`src/rtl/memory_arbiter.sv`:
```
// memory_arbiter: shares one Memory_Interface port between instruction fetch (I) and load/store (D).
// Optional macro ARB_ROUND_ROBIN_EN swaps fixed D-over-I priority for round-robin under contention.
module memory_arbiter #(
  parameter int LATENCY      = 2,
  parameter int ADDRESS_SIZE = 32,
  parameter int WORD         = 32
) (
  input  logic                    clk,
  input  logic                    rst,
  input  logic                    i_req,
  input  logic [ADDRESS_SIZE-1:0] i_addr,
  output logic                    i_gnt,
  output logic                    i_rvalid,
  output logic [WORD-1:0]         i_rdata,
  output logic                    i_err,
  input  logic                    d_req,
  input  logic                    d_we,
  input  logic [ADDRESS_SIZE-1:0] d_addr,
  input  logic [WORD-1:0]         d_wdata,
  input  logic [1:0]              d_size,
  input  logic                    d_ext,
  output logic                    d_gnt,
  output logic                    d_rvalid,
  output logic [WORD-1:0]         d_rdata,
  output logic                    d_err,
  output logic [ADDRESS_SIZE-1:0] mem_addr,
  output logic [WORD-1:0]         mem_wdata,
  output logic                    mem_en,
  output logic                    mem_we,
  output logic [1:0]              mem_size,
  output logic                    mem_ext,
  input  logic [WORD-1:0]         mem_rdata,
  input  logic                    mem_exc
);

  typedef struct packed {
    logic valid;
    logic owner;
    logic isRead;
    logic ext;
    logic err;
  } tag_t;

  localparam logic OWNER_I = 1'b0;
  localparam logic OWNER_D = 1'b1;

  tag_t                    r_stage [1:LATENCY];
  logic [ADDRESS_SIZE-1:0] r_lastAddr;
  tag_t                    w_resp;
  tag_t                    w_issue;
  logic                    w_hazard;
  logic                    w_dElig;
  logic                    w_iElig;
  logic                    w_dGnt;
  logic                    w_iGnt;
  logic                    w_dMis;
  logic                    w_iMis;
  logic [WORD-1:0]         w_retData;

  // A store may not share the cycle in which a load's data is returning.
  assign w_resp   = r_stage[LATENCY];
  assign w_hazard = w_resp.valid & w_resp.isRead;
  assign w_dElig  = ~rst & d_req & ~(d_we & w_hazard);
  assign w_iElig  = ~rst & i_req;

`ifdef ARB_ROUND_ROBIN_EN
  logic r_prioD;

  assign w_dGnt = w_dElig & (~w_iElig | r_prioD);

  always_ff @(posedge clk or posedge rst) begin
    if (rst) begin
      r_prioD <= 1'b1;
    end else if (w_dElig & w_iElig) begin
      r_prioD <= ~w_dGnt;
    end
  end
`else
  assign w_dGnt = w_dElig;
`endif

  assign w_iGnt = w_iElig & ~w_dGnt;

  assign w_dMis = d_size[1] ? (d_addr[1:0] != 2'b00) : (d_size[0] & d_addr[0]);
  assign w_iMis = (i_addr[1:0] != 2'b00);

  always_comb begin
    w_issue = '0;
    if (w_dGnt) begin
      w_issue.valid  = 1'b1;
      w_issue.owner  = OWNER_D;
      w_issue.isRead = ~d_we;
      w_issue.ext    = d_ext;
      w_issue.err    = w_dMis;
    end else if (w_iGnt) begin
      w_issue.valid  = 1'b1;
      w_issue.owner  = OWNER_I;
      w_issue.isRead = 1'b1;
      w_issue.ext    = 1'b1;
      w_issue.err    = w_iMis;
    end
  end

  assign i_gnt     = w_iGnt;
  assign d_gnt     = w_dGnt;
  assign mem_en    = (w_dGnt & ~w_dMis) | (w_iGnt & ~w_iMis);
  assign mem_we    = w_dGnt & d_we & ~w_dMis;
  assign mem_addr  = w_dGnt ? d_addr : (w_iGnt ? i_addr : r_lastAddr);
  assign mem_wdata = (w_dGnt & d_we) ? d_wdata : '0;
  assign mem_size  = w_dGnt ? d_size : (w_iGnt ? 2'd2 : 2'd0);
  // A returning load's extension mode overrides the one for the newly granted request.
  assign mem_ext   = w_resp.valid ? w_resp.ext : (w_dGnt ? d_ext : w_iGnt);

  assign w_retData = (w_resp.isRead & ~w_resp.err) ? mem_rdata : '0;
  assign i_rvalid  = w_resp.valid & (w_resp.owner == OWNER_I);
  assign d_rvalid  = w_resp.valid & (w_resp.owner == OWNER_D);
  assign i_rdata   = i_rvalid ? w_retData : '0;
  assign d_rdata   = d_rvalid ? w_retData : '0;
  assign i_err     = i_rvalid & w_resp.err;
  assign d_err     = d_rvalid & (w_resp.err | (mem_exc & ~w_resp.isRead));

  always_ff @(posedge clk or posedge rst) begin
    if (rst) begin
      for (int k = 1; k <= LATENCY; k++) begin
        r_stage[k] <= '0;
      end
      r_lastAddr <= '0;
    end else begin
      r_stage[1] <= w_issue;
      for (int k = 2; k <= LATENCY; k++) begin
        r_stage[k] <= r_stage[k-1];
      end
      if (w_dGnt | w_iGnt) begin
        r_lastAddr <= mem_addr;
      end
    end
  end

endmodule

```
`config.mk`:
```
export PLATFORM = sky130hd
export DESIGN_NAME = memory_arbiter
export DESIGN_NICKNAME = d
export VERILOG_FILES = /design/src/rtl/memory_arbiter.sv
export SDC_FILE = /design/constraint.sdc
export NUM_CORES = 1
export LEC_CHECK = 0
export BUFFER_PORTS_ARGS = -buffer_cell sky130_fd_sc_hd__buf_4
export CORE_AREA = 2 2 108 110
export DETAILED_ROUTE_END_ITERATION = 6
export DIE_AREA = 0 0 110 112
export MAX_ROUTING_LAYER = met4
export SKIP_CTS_REPAIR_TIMING = 1
export SLEW_MARGIN = 10
export SYNTH_ARGS = -nofsm -noshare
export SYNTH_HDL_FRONTEND = slang
export SYNTH_SLANG_ARGS = --single-unit
```
`constraint.sdc`:
```
create_clock -name clk -period 1.7 [get_ports clk]
set_clock_uncertainty 0.15 [all_clocks]
set_input_delay 0.17 -clock clk [delete_from_list [all_inputs] [get_ports clk]]
set_output_delay 0.17 -clock clk [all_outputs]
set_load 0.005 [all_outputs]
```
* Word level (Yosys, flattened, before mapping) *
Cells that the tools add are included.

storage, ports and cells
  register bits = 42
  word-level logic and storage cells = 55

operators by class
  reductions and logical operators = 2
  bitwise operators = 29
  mux-type cells = 13

operator list
  cell                number
  two-way mux 32 bit  6
  bitwise AND 1 bit   17
  two-way mux 5 bit   2
  inverter 1 bit      9
  two-way mux 2 bit   2
  nonzero test 2 bit  2
  two-way mux 1 bit   3
  bitwise OR 1 bit    3

* Depth between registers and ports, before layout *
Gate-level depths: netlist of run 1.

  word-level depth = 8
  gate-level depth with buffers = 7
  depth with buffers taken out = 4

* Worst setup path after synthesis of run 1 *
OpenSTA, ideal clock, no wires.

  path kind = register -> output
  from = register r_stage[4] (netlist bit)
  to = output i_rdata[10]
  buffers on the path = 1
  arrival time = 1,152 ps
  cell stages (with the launch flop) = 5
  required time = 1,380 ps
  path slack = 228 ps
  cells stage by stage = dfrtp_1 > and2b_2 > nor3b_4 > clkbuf_2 > and2_2

between the ends
  word-level cells in the longest chain between the ends = 2

RTL lines
  item                              RTL line  RTL
  start: declaration                47        tag_t r_stage [1:LATENCY];
  start signal: indexed assignment  131       r_stage[k] <= r_stage[k-1];
  bitwise AND 1 bit                 115       assign i_rvalid = w_resp.valid & (w_resp.owner == OWNER_I);
  net i_rvalid                      13        output logic i_rvalid,
  two-way mux 32 bit                117       assign i_rdata = i_rvalid ? w_retData : '0;
  end: declaration                  14        output logic [WORD-1:0] i_rdata,

The timed path passes the listed nets, and every way through them passes these cells.

* Worst setup path after layout of run 1 *
  from = register r_stage[4] (netlist bit)
  to = output mem_wdata[4]

between the ends
  word-level cells in the longest chain between the ends = 6

RTL lines
  item                RTL line  RTL
  bitwise AND 1 bit   62        assign w_hazard = w_resp.valid & w_resp.isRead;
  bitwise AND 1 bit   63        assign w_dElig = ~rst & d_req & ~(d_we & w_hazard);
  inverter 1 bit      63
  bitwise AND 1 bit   63
  bitwise AND 1 bit   109       assign mem_wdata = (w_dGnt & d_we) ? d_wdata : '0;
  two-way mux 32 bit  109
  end: declaration    27        output logic [WORD-1:0] mem_wdata,

No other way between the ends.

==> results of run 1 <==
==> flip-flops by register name (all words and copies together), names as in the netlist <==
signal / flops
r_lastAddr: 32
r_stage: 10
==> layer usage <==
metal,wire length [um],GRT usage,vias to the layer above
li1,-,-,1718
met1,5570,0.229,1764
met2,7800,0.348,156
met3,970,0.0357,22
met4,361,0.0540,0
met5,0,-,-
==> cells by family (layout without fill, tap and decap cells) <==
kind of cell | after synthesis | count (layout) | share of synthesized area
and+or+nand+nor | 153 | 154 | 0.332
AOI/OAI and AO/OA | 70 | 70 | 0.122
DFF | 42 | 42 | 0.364
muxes | 35 | 35 | 0.122
buffers and inverters | 31 | 327 | 0.0594
==> stage by stage <==
stage | util | setup WS (ns) | total power, mW | cells | hold slack (ns)
floorplan | - | 0.228 | 1.61 | 331 | 0.160
finish | 0.558 | -0.180 | 3.50 | 771 | -0.00970
CTS | 0.477 | -0.606 | 3.25 | 748 | -0.180
global route | 0.558 | -0.233 | 3.68 | 771 | 0.0252
detailed placement | 0.464 | -0.303 | 2.28 | 740 | 0.121
global placement | 0.464 | -0.215 | 2.26 | 740 | 0.111
==> final cells by class <==
type	count	area (um2)
Clock inverter	2	12.5
Timing Repair Buffer	315	2820
Clock buffer	6	139
Sequential cell	42	1050
Fill cell	1037	4940
Multi-Input combinational cell	259	2020
Tap cell	143	179
Inverter	4	22.5
==> how the worst min path moves through the flow <==
stage / from / to / slack (ns)
final: d_addr[11] / r_lastAddr[11] / -0.01
after global routing: d_addr[11] / r_lastAddr[11] / 0.03
after CTS: rst / r_stage[1] / -0.18
after detailed placement: rst / r_stage[1] / 0.12
after global placement: rst / r_stage[1] / 0.11
after floorplan: d_ext / r_stage[6] / 0.16
==> synth_stat cells, types with 4 or more instances <==
master	n	share of area
dfrtp_1	42	0.36
o21ai_1	18	0.031
mux2i_1	34	0.12
and2_2	29	0.075
buf_6	4	0.016
nor2_1	6	0.0078
and2_1	68	0.15
clkbuf_2	9	0.016
nand3_1	34	0.059
clkbuf_1	9	0.012
nand2_1	5	0.0065
o21ai_0	48	0.083
==> where the power goes <==
group / switching (mW) / internal, mW / total, mW
combinational: 0.572 / 0.788 / 1.36
sequential: 0.0410 / 1.13 / 1.17
clock: 0.389 / 0.582 / 0.971
total: 1.00 / 2.50 / 3.50
==> worst reg2reg max path, stage by stage, from the launching register on <==
cell and delay [ns]:
dfrtp_1 0.41, buf_6 0.13, nand3_4 0.12, nand2_8 0.09, inv_8 0.12, clkbuf_16 0.19
o21ai_0 0.12
==> metrics.csv, run 1 <==
stage;metric;value;unit
yosys;ys.flop_type;dfrtp_1;
setup_path;regToRegEndpoint;r_lastAddr[26];
floorplanning;rows;39;
flow_run;maxCapViolCount;0;
floorplanning;fp.dieW;110;um
setup_path;cp_common_cell;buf_6;
yosys;synth-edff-count;0;
timing;worst_slack;-0.180;ns
status;status;finished, violations left;
setup_path;cp_top_family;simple AND/OR/NAND/NOR gates;
setup_path;startpoint_type;flop;
setup_path;path_class;flop to primary output;
pwr;peakVddDrop;416;uV
setup_path;worstPathRequired;1.38;ns
setup_path;crit_cells;6;
floorplanning;pin_count;276;
yosys;synth_cell_types;28;
setup_path;reg2regPathDepth;6;
timing;clock.fmax;532;MHz
timing;hold_viol;3;
placed_design;io_buffers;275;
setup_path;arrival;1.56;ns
setup_path;cp-startpoint;r_stage[4];
clock_network;cts_buffer_depth;2;
route;wire_per_inst;19.1;um
floorplanning;die_area;12300;um2
timing;fin_setup_tns;-18.00;ns
grt;antenna_found_initial;0;
placed_design;dp_hpwl;10500;um
clock_network;htreeDepth;2;
finish;nets;764;
timing;finalSetupViolCount;133;
setup_path;end_kind;primary output;
setup_path;cp-endpoint;mem_wdata[4];
finish;postLayoutCellArea;6240;um2
route;drc;0;
setup_path;cp_max_fo;8;
yosys;synthArstFlopShare;1.00;
finish;area_growth;116;%
floorplanning;start_util;0.258;
min_path;hold_path_depth;3;
setup_path;r2r-start;r_stage[2];
placed_design;routabilityCongestion;0.857;
floorplanning;die_y;112;um
clock_network;cts_inserted_buffers;5;
yosys;synth_cells;331;
route;wirelength;14700;um
pwr;power_density;562;nW/um2
clock_network;clock-sinks;42;
setup_path;reg2reg_slack;0.24;ns
setup_path;path_buf_inv;3;
finish;final_cell_mix;buf_4, buf_6, and2_4;
timing;hold_slack;-0.00970;ns
finish;num_antenna_cells;0;
placed_design;dpl_cell_area;5180;um2
floorplanning;core_area;11200;um2
finish;final_layout_size_suffix_gt1_frac;0.717;
pwr;p_leak;3.17;nW
route;via_per_inst;4.75;
timing;tightest_slew;0.493;ns
setup_path;critPathMaxStageDelay;0.39;ns
clock_network;path_clk_slew;0.06;ns
route;first_pass_iters;4;
yosys;synth_seq_cells;42;
grt;grt_usage;0.199;
timing;rsz0062_at_grt;true;
timing;fin_crit;1.88;ns
setup_path;crit_chain;buf_6 -> nand2_1 -> and3_4 -> clkbuf_16 -> and2_4 -> buf_6;
clock_network;cts_root_buf;clkbuf_16;
yosys;netlist_area;2890;um2
yosys;yosys_warnings;0;
grt;overflow;0;
setup_path;cp_slowest_cell;dfrtp_1;
clock_network;clock_latency;0.28;ns
grt;grt_start_max_net_pins;42;
yosys;postSynthAreaPerCell;8.72;um2
finish;final_common_cell;buf_4;
yosys;syn_nets;468;
timing;slew_headroom;0.671;
route;drtIter0Drc;134;
route;via_count;3660;
status;violations;negative hold slack, negative setup slack;
clock_network;cts_tree;built;
timing;period_share;1.11;
min_path;hold_class;primary input to flop;
yosys;ys_seq_area_frac;0.364;
timing;finalMaxSlewViolations;0;
grt;grt_pass1_wl;18000;um
grt;grt_pass1_vias;3306;
route;ant_nets;0;
(Power assumes the default switching activity.)
==> inputs of run 2 (changes only) <==
--- a/config.mk
+++ b/config.mk
@@ -10,6 +10,7 @@
 export DETAILED_ROUTE_END_ITERATION = 6
 export DIE_AREA = 0 0 110 112
 export MAX_ROUTING_LAYER = met4
+export REMOVE_ABC_BUFFERS = 1
 export SKIP_CTS_REPAIR_TIMING = 1
 export SLEW_MARGIN = 10
 export SYNTH_ARGS = -nofsm -noshare
==> metrics.csv, run 2 (same netlist as run 1, synthesis figures left out) <==
stage;metric;value;unit
floorplanning;rows;39;
grt;overflow;0;
grt;grt_usage;0.192;
flow_run;maxCapViolCount;0;
finish;nFillCells;1088;
route;wirelength;12700;um
finish;largest_register_ffs;32;
clock_network;clock_latency;0.27;ns
timing;fin_crit;1.90;ns
timing;finalSetupViolCount;131;
finish;final_cell_mix;buf_4, and2_1, dfrtp_1;
pwr;peakVddDrop;462;uV
route;wire_per_inst;16.9;um
route;via_count;3487;
placed_design;preCtsSetupSlack;-0.0312;ns
clock_network;cts_buffer_depth;2;
pwr;p_sw;0.911;mW
timing;slew_headroom;0.666;
placed_design;io_buffers;275;
pwr;power;3.47;mW
clock_network;cts_root_buf;clkbuf_16;
route;first_pass_iters;4;
min_path;hold_class;primary input to flop;
grt;grt_pass1_wl;17900;um
timing;fin_setup_tns;-12.14;ns
setup_path;end_kind;primary output;
route;ant_nets;0;
pwr;combPwrFrac;0.345;
grt;antenna_found_initial;0;
finish;reg_top3;r_lastAddr (32), r_stage (10);
floorplanning;die_y;112;um
finish;final_layout_size_suffix_gt1_frac;0.604;
setup_path;worstPathRequired;1.38;ns
timing;hold_slack;-0.0132;ns
floorplanning;pin_count;276;
route;via_per_inst;4.64;
placed_design;dp.cells;737;
route;top_layer_used;met4;
finish;num_antenna_cells;0;
status;violations;negative hold slack, negative setup slack;
setup_path;path_class;flop to primary output;
grt;grt_start_max_net_pins;36;
timing;finalMaxSlewViolations;0;
timing;rsz0062_at_grt;true;
finish;largest-register;r_lastAddr;
pwr;swShare;0.263;
clock_network;htreeDepth;2;
route;met3_length;1100;um
floorplanning;die_area;12300;um2
finish;nets;746;
route;drtIter0Drc;165;
clock_network;cts_tree;built;
finish;final_common_cell;buf_4;
floorplanning;fp.dieW;110;um
clock_network;cts_inserted_buffers;5;
timing;clock.fmax;526;MHz
setup_path;startpoint_type;flop;
timing;hold_viol;10;
clock_network;clock-sinks;42;
clock_network;path_clk_slew;0.06;ns
pwr;power.internal;2.55;mW
floorplanning;core_area;11200;um2
finish;area_growth;96.3;%
pwr;p_leak;2.95;nW
setup_path;arrival;1.58;ns
status;status;finished, violations left;
route;wl_met1;4860;um
pwr;power_density;612;nW/um2
pwr;seq_power_share;0.340;
pwr;pwr-share-clk;0.315;
timing;tightest_slew;0.501;ns
grt;grt_pass1_vias;3434;
floorplanning;start_util;0.258;
route;met2_length;6550;um
finish;stdcell_count;752;
route;drc;0;
setup_path;cp_max_fo;24;
placed_design;dp_hpwl;9870;um
timing;worst_slack;-0.202;ns
placed_design;routabilityCongestion;0.846;
timing;period_share;1.12;
run 2: worst paths after layout:
path                       cells past startpoint  slack (ns)            end  startpoint
max in group asynchronous                      4        0.53  r_lastAddr[5]         rst
hold reg to reg                                0        0.20     r_stage[2]  r_stage[7]
setup / recovery                               5       -0.20    i_rdata[25]  r_stage[4]
hold / removal                                 3       -0.01     r_stage[6]       d_ext
min in group asynchronous                      3        0.38     r_stage[1]         rst
setup reg to reg                               5        0.34  r_lastAddr[9]  r_stage[2]
run 2: critical path: stages, from the launching register on:
cell     delay [ns]
dfrtp_2        0.44
and2b_2        0.22
nor3b_4        0.16
buf_12         0.15
and2_2         0.19
buf_4          0.13
run 2: stage by stage:
stage / util / hold slack (ns) / instance area (um2)
global route: 0.507 / 0.00315 / 5670
floorplan: - / 0.160 / 2730
detailed placement: 0.466 / 0.119 / 5200
global placement: 0.466 / 0.108 / 5200
finish: 0.507 / -0.0132 / 5670
CTS: 0.481 / -0.184 / 5370
run 2: per-layer routing:
layer,global-route usage,up-vias
met5,-,-
met1,0.216,1641
li1,-,1673
met3,0.0486,14
met2,0.332,159
met4,0.0532,0
run 2: power by group through the flow:
stage	sequential, mW	clock, mW	combinational, mW
2_1_floorplan	1.18	0	0.394
3_3_place_gp	1.19	0	1.08
3_5_place_dp	1.20	0	1.09
4_1_cts	1.18	1.13	1.09
5_1_grt	1.19	1.17	1.30
6_report	1.18	1.09	1.19
run 2: cell type report:
cell class	count	area (um2)	area share
Multi-Input combinational cell	258	1790	0.316
Clock inverter	1	30.0	0.00530
Sequential cell	42	1050	0.186
Tap cell	143	179	0.0316
Timing Repair Buffer	298	2450	0.433
Inverter	4	22.5	0.00398
Clock buffer	6	139	0.0245
==> inputs of run 3 (changes only) <==
--- a/config.mk
+++ b/config.mk
@@ -6,11 +6,13 @@
 export NUM_CORES = 1
 export LEC_CHECK = 0
 export BUFFER_PORTS_ARGS = -buffer_cell sky130_fd_sc_hd__buf_4
+export CAP_MARGIN = 5
 export CORE_AREA = 2 2 108 110
 export DETAILED_ROUTE_END_ITERATION = 6
 export DIE_AREA = 0 0 110 112
 export MAX_ROUTING_LAYER = met4
 export REMOVE_ABC_BUFFERS = 1
+export SETUP_SLACK_MARGIN = 0.3
 export SKIP_CTS_REPAIR_TIMING = 1
 export SLEW_MARGIN = 10
 export SYNTH_ARGS = -nofsm -noshare
==> metrics.csv, run 3 (same netlist as run 1, synthesis figures left out) <==
stage;metric;value;unit
timing;fin_crit;1.91;ns
status;violations;negative hold slack, negative setup slack;
min_path;min_from;d_addr[15];
pwr;p_sw;0.988;mW
route;wire_per_inst;18.0;um
setup_path;startpoint_type;flop;
floorplanning;die_y;112;um
floorplanning;fp.dieW;110;um
finish;final_common_cell;buf_4;
pwr;swShare;0.272;
pwr;peakVddDrop;466;uV
finish;nFillCells;1032;
finish;reg_top3;r_lastAddr (32), r_stage (10);
timing;clock.fmax;523;MHz
grt;antenna_found_initial;0;
floorplanning;start_util;0.258;
route;first_pass_iters;4;
pwr;pwr-share-clk;0.301;
setup_path;critPathMaxStageDelay;0.44;ns
floorplanning;rows;39;
setup_path;cp_slowest_cell;dfrtp_2;
placed_design;dp_hpwl;9870;um
clock_network;cts_inserted_buffers;5;
setup_path;arrival;1.59;ns
route;via_per_inst;4.69;
clock_network;clock_latency;0.28;ns
placed_design;dpl_cell_area;5200;um2
grt;grt_pass1_wl;17900;um
grt;grt_usage;0.192;
pwr;combPwrFrac;0.374;
floorplanning;die_area;12300;um2
setup_path;end_kind;primary output;
timing;period_share;1.12;
finish;area_growth;115;%
placed_design;io_buffers;275;
setup_path;cp-startpoint;r_stage[4];
finish;postLayoutCellArea;6220;um2
setup_path;cp_max_fo;24;
clock_network;htreeDepth;2;
timing;finalMaxSlewViolations;0;
pwr;power;3.63;mW
clock_network;cts_tree;built;
clock_network;cts_buffer_depth;2;
pwr;seq_power_share;0.325;
route;via_count;3621;
route;drc;0;
setup_path;crit_chain;and2b_2 -> nor3b_4 -> buf_12 -> and2_2 -> buf_4;
floorplanning;core_area;11200;um2
flow_run;maxCapViolCount;0;
timing;tightest_slew;0.502;ns
finish;final_layout_size_suffix_gt1_frac;0.677;
pwr;p_leak;3.15;nW
min_path;hold_class;primary input to flop;
finish;largest-register;r_lastAddr;
timing;hold_viol;6;
timing;rsz0062_at_grt;true;
setup_path;r2r-start;r_stage[2];
grt;grt_start_max_net_pins;36;
route;drtIter0Drc;169;
finish;num_antenna_cells;0;
placed_design;routabilityCongestion;0.846;
floorplanning;pin_count;276;
grt;grt_pass1_vias;3434;
setup_path;worstPathRequired;1.38;ns
finish;nets;766;
route;ant_nets;0;
pwr;power.internal;2.64;mW
finish;largest_register_ffs;32;
finish;stdcell_count;772;
timing;finalSetupViolCount;132;
clock_network;clock-sinks;42;
finish;final_cell_mix;buf_4, and2_1, dfrtp_1;
grt;overflow;0;
placed_design;dp.cells;737;
timing;worst_slack;-0.211;ns
route;wirelength;13900;um
clock_network;cts_root_buf;clkbuf_16;
placed_design;preCtsSetupSlack;-0.0312;ns
setup_path;reg2reg_slack;0.30;ns
timing;slew_headroom;0.665;
clock_network;path_clk_slew;0.06;ns
pwr;power_density;584;nW/um2
timing;hold_slack;-0.0222;ns
setup_path;path_class;flop to primary output;
status;status;finished, violations left;
==> run 3: worst paths after layout <==
| path | endpoint | depth (start not counted) |
|---|---|---|
| worst max register to register | r_stage[6] | 6 |
| min in group asynchronous | r_stage[1] | 3 |
| worst min register to register | r_stage[2] | 0 |
| max in group asynchronous | r_lastAddr[11] | 4 |
| worst max-delay path | i_rdata[25] | 5 |
| worst min-delay path | r_lastAddr[15] | 3 |
==> run 3: power by group through the flow <==
stage	combinational [mW]	clock [mW]	sequential, mW
after floorplan	0.394	0	1.18
after global placement	1.08	0	1.19
after detailed placement	1.09	0	1.20
after CTS	1.09	1.13	1.18
after global routing	1.47	1.17	1.19
final	1.36	1.09	1.18
==> run 3: critical path, delay by kind of cell, from the launching register on <==
family                 cells  cell delay [ns]
buffers and inverters      2             0.29
AND/OR/NAND/NOR            3             0.59
flip-flops                 1             0.44
==> run 3: final cells by class <==
cell class | instances | area [um2] | share of cell area
Clock buffer | 6 | 139 | 0.0223
Clock inverter | 1 | 30.0 | 0.00483
Inverter | 4 | 22.5 | 0.00362
Multi-Input combinational cell | 258 | 2040 | 0.328
Sequential cell | 42 | 1050 | 0.169
Tap cell | 143 | 179 | 0.0288
Timing Repair Buffer | 318 | 2760 | 0.443
==> run 3: per-layer routing <==
metal / vias up / GRT usage / share of wire
met5: - / - / 0
met4: 0 / 0.0532 / 0.018
met3: 18 / 0.0486 / 0.079
met2: 160 / 0.332 / 0.53
met1: 1724 / 0.216 / 0.38
li1: 1719 / - / -
==> run 3: through the flow <==
step           utilization  TNS [ns]
5_1_grt              0.556    -24.61
3_3_place_gp         0.466   -0.0274
6_report             0.556    -14.98
4_1_cts              0.481    -19.99
2_1_floorplan            -    -99.51
3_5_place_dp         0.466   -0.0312
